==> src/rtl/change_dispenser_if.sv <==
// Payout request / coin-eject bundle between the vending controller and the change dispenser.
interface change_dispenser_if #(
  parameter int AMT_W = 7,
  parameter int INV_W = 4
);
  logic             start;
  logic [AMT_W-1:0] amount;
  logic             refill;
  logic             coin_q;
  logic             coin_d;
  logic             coin_n;
  logic             busy;
  logic             done;
  logic             fault;
  logic [AMT_W-1:0] remaining;
  logic [INV_W-1:0] q_left;
  logic [INV_W-1:0] d_left;
  logic [INV_W-1:0] n_left;

  modport master (
    output start, amount, refill,
    input  coin_q, coin_d, coin_n, busy, done, fault, remaining, q_left, d_left, n_left
  );

  modport slave (
    input  start, amount, refill,
    output coin_q, coin_d, coin_n, busy, done, fault, remaining, q_left, d_left, n_left
  );
endinterface

==> src/rtl/change_dispenser.sv <==
// Greedy change payout: quarters, then dimes, then nickels from finite inventories,
// one timed eject pulse per coin, done or fault when nothing more can be paid.
//
// state    | meaning
// IDLE     | waiting for start; refill reloads inventories
// SELECT   | pick next coin (or finish / fault)
// PULSE    | chosen coin solenoid held high
// GAP      | all solenoids low between ejects
// DONE     | one-cycle done pulse
// FAULT    | owed amount cannot be paid; waits for refill
module change_dispenser #(
  parameter int AMT_W        = 7,
  parameter int INV_W        = 4,
  parameter int INV_INIT     = 10,
  parameter int PULSE_CYCLES = 4,
  parameter int GAP_CYCLES   = 2
) (
  input  logic               clk,
  input  logic               reset,
  change_dispenser_if.slave  bus
);
  localparam logic [2:0] S_IDLE   = 3'd0;
  localparam logic [2:0] S_SELECT = 3'd1;
  localparam logic [2:0] S_PULSE  = 3'd2;
  localparam logic [2:0] S_GAP    = 3'd3;
  localparam logic [2:0] S_DONE   = 3'd4;
  localparam logic [2:0] S_FAULT  = 3'd5;

  // Timer only ever holds PULSE_CYCLES-1 or GAP_CYCLES-1 down to zero.
  localparam int CNT_MAX = (PULSE_CYCLES > GAP_CYCLES) ? PULSE_CYCLES : GAP_CYCLES;
  localparam int CNT_W   = (CNT_MAX > 1) ? $clog2(CNT_MAX) : 1;
  localparam logic [CNT_W-1:0] PULSE_LOAD = CNT_W'(PULSE_CYCLES - 1);
  localparam logic [CNT_W-1:0] GAP_LOAD   = CNT_W'((GAP_CYCLES > 0) ? GAP_CYCLES - 1 : 0);
  localparam logic [INV_W-1:0] INV_FULL   = INV_W'(INV_INIT);
  localparam logic [AMT_W-1:0] Q_VAL      = AMT_W'(5);
  localparam logic [AMT_W-1:0] D_VAL      = AMT_W'(2);
  localparam logic [AMT_W-1:0] N_VAL      = AMT_W'(1);

  logic [2:0]       state;
  logic [CNT_W-1:0] cnt;
  logic             coin_q, coin_d, coin_n, busy, done, fault;
  logic [AMT_W-1:0] remaining;
  logic [INV_W-1:0] q_left, d_left, n_left;

  always_ff @(posedge clk) begin
    if (reset) begin
      state     <= S_IDLE;
      cnt       <= '0;
      coin_q    <= 1'b0;
      coin_d    <= 1'b0;
      coin_n    <= 1'b0;
      busy      <= 1'b0;
      done      <= 1'b0;
      fault     <= 1'b0;
      remaining <= '0;
      q_left    <= INV_FULL;
      d_left    <= INV_FULL;
      n_left    <= INV_FULL;
    end else begin
      done <= 1'b0;
      case (state)
        S_IDLE: begin
          if (bus.refill) begin
            q_left <= INV_FULL;
            d_left <= INV_FULL;
            n_left <= INV_FULL;
          end
          if (bus.start) begin
            remaining <= bus.amount;
            busy      <= 1'b1;
            state     <= S_SELECT;
          end
        end
        S_SELECT: begin
          cnt <= PULSE_LOAD;
          if (remaining >= Q_VAL && q_left != '0) begin
            remaining <= remaining - Q_VAL;
            q_left    <= q_left - 1'b1;
            coin_q    <= 1'b1;
            state     <= S_PULSE;
          end else if (remaining >= D_VAL && d_left != '0) begin
            remaining <= remaining - D_VAL;
            d_left    <= d_left - 1'b1;
            coin_d    <= 1'b1;
            state     <= S_PULSE;
          end else if (remaining >= N_VAL && n_left != '0) begin
            remaining <= remaining - N_VAL;
            n_left    <= n_left - 1'b1;
            coin_n    <= 1'b1;
            state     <= S_PULSE;
          end else if (remaining == '0) begin
            done  <= 1'b1;
            state <= S_DONE;
          end else begin
            fault <= 1'b1;
            state <= S_FAULT;
          end
        end
        S_PULSE: begin
          if (cnt == '0) begin
            coin_q <= 1'b0;
            coin_d <= 1'b0;
            coin_n <= 1'b0;
            cnt    <= GAP_LOAD;
            state  <= (GAP_CYCLES == 0) ? S_SELECT : S_GAP;
          end else begin
            cnt <= cnt - 1'b1;
          end
        end
        S_GAP: begin
          if (cnt == '0) state <= S_SELECT;
          else           cnt   <= cnt - 1'b1;
        end
        S_DONE: begin
          busy  <= 1'b0;
          state <= S_IDLE;
        end
        S_FAULT: begin
          // Restocking resumes the interrupted payout with the amount still owed.
          if (bus.refill) begin
            q_left <= INV_FULL;
            d_left <= INV_FULL;
            n_left <= INV_FULL;
            fault  <= 1'b0;
            state  <= S_SELECT;
          end
        end
        default: state <= S_IDLE;
      endcase
    end
  end

  assign bus.coin_q    = coin_q;
  assign bus.coin_d    = coin_d;
  assign bus.coin_n    = coin_n;
  assign bus.busy      = busy;
  assign bus.done      = done;
  assign bus.fault     = fault;
  assign bus.remaining = remaining;
  assign bus.q_left    = q_left;
  assign bus.d_left    = d_left;
  assign bus.n_left    = n_left;
endmodule
==> src/flat_wrapper.sv <==
// flat-port wrapper written by rule: the top's interface ports become plain ports
module change_dispenser_flat 
#(
  parameter int AMT_W        = 7,
  parameter int INV_W        = 4,
  parameter int INV_INIT     = 10,
  parameter int PULSE_CYCLES = 4,
  parameter int GAP_CYCLES   = 2
)
  (clk, reset, bus_start, bus_amount, bus_refill, bus_coin_q, bus_coin_d, bus_coin_n, bus_busy, bus_done, bus_fault, bus_remaining, bus_q_left, bus_d_left, bus_n_left);
  change_dispenser_if #(.AMT_W(AMT_W), .INV_W(INV_W)) bus_i ();
  input  logic clk;
  input  logic reset;
  input wire logic [$bits(bus_i.start)-1:0] bus_start;
  input wire logic [$bits(bus_i.amount)-1:0] bus_amount;
  input wire logic [$bits(bus_i.refill)-1:0] bus_refill;
  output wire logic [$bits(bus_i.coin_q)-1:0] bus_coin_q;
  output wire logic [$bits(bus_i.coin_d)-1:0] bus_coin_d;
  output wire logic [$bits(bus_i.coin_n)-1:0] bus_coin_n;
  output wire logic [$bits(bus_i.busy)-1:0] bus_busy;
  output wire logic [$bits(bus_i.done)-1:0] bus_done;
  output wire logic [$bits(bus_i.fault)-1:0] bus_fault;
  output wire logic [$bits(bus_i.remaining)-1:0] bus_remaining;
  output wire logic [$bits(bus_i.q_left)-1:0] bus_q_left;
  output wire logic [$bits(bus_i.d_left)-1:0] bus_d_left;
  output wire logic [$bits(bus_i.n_left)-1:0] bus_n_left;
  assign bus_i.start = bus_start;
  assign bus_i.amount = bus_amount;
  assign bus_i.refill = bus_refill;
  assign bus_coin_q = bus_i.coin_q;
  assign bus_coin_d = bus_i.coin_d;
  assign bus_coin_n = bus_i.coin_n;
  assign bus_busy = bus_i.busy;
  assign bus_done = bus_i.done;
  assign bus_fault = bus_i.fault;
  assign bus_remaining = bus_i.remaining;
  assign bus_q_left = bus_i.q_left;
  assign bus_d_left = bus_i.d_left;
  assign bus_n_left = bus_i.n_left;
  change_dispenser #(.AMT_W(AMT_W), .INV_W(INV_W), .INV_INIT(INV_INIT), .PULSE_CYCLES(PULSE_CYCLES), .GAP_CYCLES(GAP_CYCLES)) u_core (.clk(clk), .reset(reset), .bus(bus_i));
endmodule
==> config.mk <==
export PLATFORM = sky130hd
export DESIGN_NAME = change_dispenser_flat
export DESIGN_NICKNAME = d
export VERILOG_FILES = /design/src/rtl/change_dispenser_if.sv /design/src/rtl/change_dispenser.sv /design/src/flat_wrapper.sv
export SDC_FILE = /design/constraint.sdc
export NUM_CORES = 1
export LEC_CHECK = 0
export ABC_CLOCK_PERIOD_IN_PS = 3210
export BUFFER_PORTS_ARGS = -buffer_cell sky130_fd_sc_hd__buf_4
export CAP_MARGIN = 20
export CORE_MARGIN = 2
export CORE_UTILIZATION = 40
export DETAILED_ROUTE_END_ITERATION = 8
export GPL_TIMING_DRIVEN = 0
export PLACE_DENSITY_LB_ADDON = 0.15
export SLEW_MARGIN = 0
export SYNTH_ARGS = -nofsm -noshare
export SYNTH_HDL_FRONTEND = slang
export SYNTH_SLANG_ARGS = --single-unit
==> constraint.sdc <==
create_clock -name clk -period 3.21 [get_ports clk]
set_clock_uncertainty 0.2 [all_clocks]
set_input_delay 0 -clock clk [delete_from_list [all_inputs] [get_ports clk]]
set_output_delay 0 -clock clk [all_outputs]
set_load 0.02 [all_outputs]
==> impl_metrics.yaml <==
floorplanning:
  die_y_um: 75.30
  io_pins: 36
  start_util_pct: 42.21
  dieArea_mm2: 0.005669
  die_w_um: 75.30
  rows: 25
  core_mm2: 0.004817
power_and_ir_drop:
  clockPowerShare_pct: 18.8
  pwr-share-seq_pct: 28.6
  p_int_uw: 986.9
  pwr-share-comb_pct: 52.6
  peakVddDrop_mv: 0.3280
  leakage_uw: 0.001084
  p_sw_share_pct: 42.30
  power_density_mw_per_mm2: 662.6
  p_sw_uw: 723.5
routing:
  drtIter0Drc: 129
  via_per_inst: 5.291
  drt_first_pass_iters: 4
  avgRoutedWirePerCell_um: 14.50
  ant_nets: 0
  vias: 1910
  drcViolationCount: 0
  drt_wl_total_mm: 5.234
critical_path:
  worstPathCellList: "inv_1, ha_1, or3b_1, a41oi_2, nor3_4, a2111o_2, o41ai_1"
  criticalPathCategory: "reg2reg"
  path_max_fanout: 8
  cpPeakStageDelay_ns: 0.55
  cp_data_required_time_ns: 3.16
  cp.arrival_ns: 2.95
  critPathCaptureType: "flop"
  cp-start-kind: "flop"
  crit_buf_inv: 1
  critPathSlowestCell: "a2111o_2"
  crit_family: "compound AO/OA/AOI/OAI gates"
logic_synthesis:
  syn_nets: 266
  synthTopCellsByArea: "dfxtp_1, ha_1, xnor2_1"
  ys_ff_latch: 30
  synth-edff-count: 0
  synth_warnings: 0
  synth.avg_cell_area_um2: 8.472
  ys_async_sr_fraction_pct: 0
  syn_inst: 240
  ys_types: 59
  syn_area_mm2: 0.002033
  synth_top_area_cell: "dfxtp_1"
  ys_seq_area_share_pct: 29.54
  ys.flop_type: "dfxtp_1"
  synthDominantCellAreaShare_pct: 29.54
sta:
  relSlewSlack_pct: 61.92
  fin_setup_tns_ns: 0
  finalHoldWorstSlack_ns: 0.2660
  rsz0062_at_grt: "no"
  period_needed_ns: 3.002
  max_freq_mhz: 333.1
  setup_viol: 0
  maxSlewViolCount: 0
  worstMarginPinSlew_ns: 0.5665
  final-hold-violation-count: 0
  min_period_over_period_pct: 93.51
place:
  io_buffers: 35
  gp_congestion: 0.9027
  place_inst: 342
  dp_hpwl_mm: 3.763
  placed_area_mm2: 0.002380
clocking:
  clkSinkCount: 30
  cts.path.max_buffers: 2
  cts_inserted_buffers: 5
  htreeDepth: 2
  cts_tree: "built"
  path_clk_slew_ns: 0.06
  post_cts_buffers: 0
  root_buffer: "clkbuf_8"
  clk_latency_ns: 0.28
layout:
  diodes: 0
  nets: 319
  final_cells: 361
  fillers: 481
  syn2layout_area_growth_pct: 26.95
  final_cell_mix: "buf_4, dfxtp_1, nor2_1"
  drive_gt1_share_pct: 20.75
  final_area_mm2: 0.002581
  final_common_cell: "buf_4"
grt:
  grt.overflow.total: 0
  grt_pass1_wl_mm: 8.666
  grt_pass1_vias: 1831
  grt_max_degree: 11
  antenna_found_initial: 0
  grt.total_usage_pct: 20.16
run:
  cap_violations: 0
min_path:
  hold_path_class: "reg2reg"
outcome:
  status: "complete, no violations"
stage by stage:
| step | setup slack [ns] | util (%) | power [uW] |
|---|---|---|---|
| floorplan | 0.4771 | - | 1152 |
| global placement | 0.2202 | 49.40 | 1374 |
| detailed placement | 0.2437 | 49.40 | 1376 |
| CTS | 0.2325 | 53.58 | 1712 |
| global route | 0.06042 | 53.58 | 1839 |
| finish | 0.2083 | 53.58 | 1710 |
final cells by class:
cell class / count / area, um^2 / share of cell area (%)
Multi-Input combinational cell: 180 / 1281 / 49.64
Sequential cell: 30 / 600.6 / 23.27
Timing Repair Buffer: 46 / 372.9 / 14.44
Buffer: 14 / 91.34 / 3.539
Clock buffer: 7 / 86.33 / 3.345
Tap cell: 67 / 83.83 / 3.248
Inverter: 16 / 60.06 / 2.327
Clock inverter: 1 / 5.005 / 0.1939
worst min-delay path, stage by stage, from the launching register on:
cell and delay [ns]:
dfxtp_1 0.31, nand2_1 0.05, a21oi_1 0.06
power by group through the flow:
stage | clock (uW) | sequential (uW) | combinational, uW
finish | 322 | 489 | 900
global route | 348 | 500 | 991
CTS | 330 | 489 | 893
detailed placement | 0 | 498 | 878
global placement | 0 | 497 | 877
floorplan | 0 | 540 | 612
path summary, 6_finish.rpt:
kind / start / end / slack, ns / cells past startpoint
max reg2reg: u_core.bus.remaining[1] / u_core.bus.remaining[5] / 0.21 / 7
max: u_core.bus.remaining[1] / u_core.bus.remaining[5] / 0.21 / 7
min: u_core.bus.coin_q / u_core.bus.coin_q / 0.27 / 2
min reg2reg: u_core.bus.coin_q / u_core.bus.coin_q / 0.27 / 2
routing by layer:
metal,track usage (%),vias up,share of wire [%]
met4,7.602,0,1.6
li1,-,962,-
met2,32.75,49,47
met5,0,-,0
met3,3.704,11,4.6
met1,26.66,888,47
kinds of logic after synthesis:
| logic type | Yosys count | share of synthesized area [%] |
|---|---|---|
| XOR/XNOR | 15 | 6.462 |
| AND/OR/NAND/NOR | 88 | 22.46 |
| multiplexers | 3 | 1.538 |
| flip-flops | 30 | 29.54 |
| adder cells (fa/ha/maj) | 15 | 9.231 |
| AO/OA/AOI/OAI | 59 | 23.32 |
| buffers and inverters | 30 | 7.446 |
synth_stat cells, types with 3 or more instances:
library cell,number
a21oi_1,13
nand2_1,21
nand2b_1,3
nor4_1,4
nor2_1,25
clkbuf_1,7
dfxtp_1,30
xnor2_1,12
nor3_1,6
inv_1,16
o21ai_0,5
a22oi_1,4
ha_1,15
a31oi_1,5
buf_6,5
or3_1,4
a211oi_1,3
xor2_1,3
nand3_1,8
nor2b_1,4
sequential cells by signal, summed over array words and instances (netlist names):
| signal | cells |
|---|---|
| u_core.bus.busy | 1 |
| u_core.bus.done | 1 |
| u_core.state | 3 |
| u_core.bus.fault | 1 |
| u_core.bus.coin_n | 1 |
| u_core.bus.q_left | 4 |
| u_core.bus.d_left | 4 |
| u_core.bus.coin_d | 1 |
| u_core.cnt | 2 |
| u_core.bus.coin_q | 1 |
| u_core.bus.n_left | 4 |
| u_core.bus.remaining | 7 |
what timing repair did:
action,CTS,global route
gates resized for setup,0,0
endpoints found under the setup margin,0,0
hold buffers,11,0
hold endpoints to repair,24,0
No activity file was read; power rests on OpenSTA's default activity.
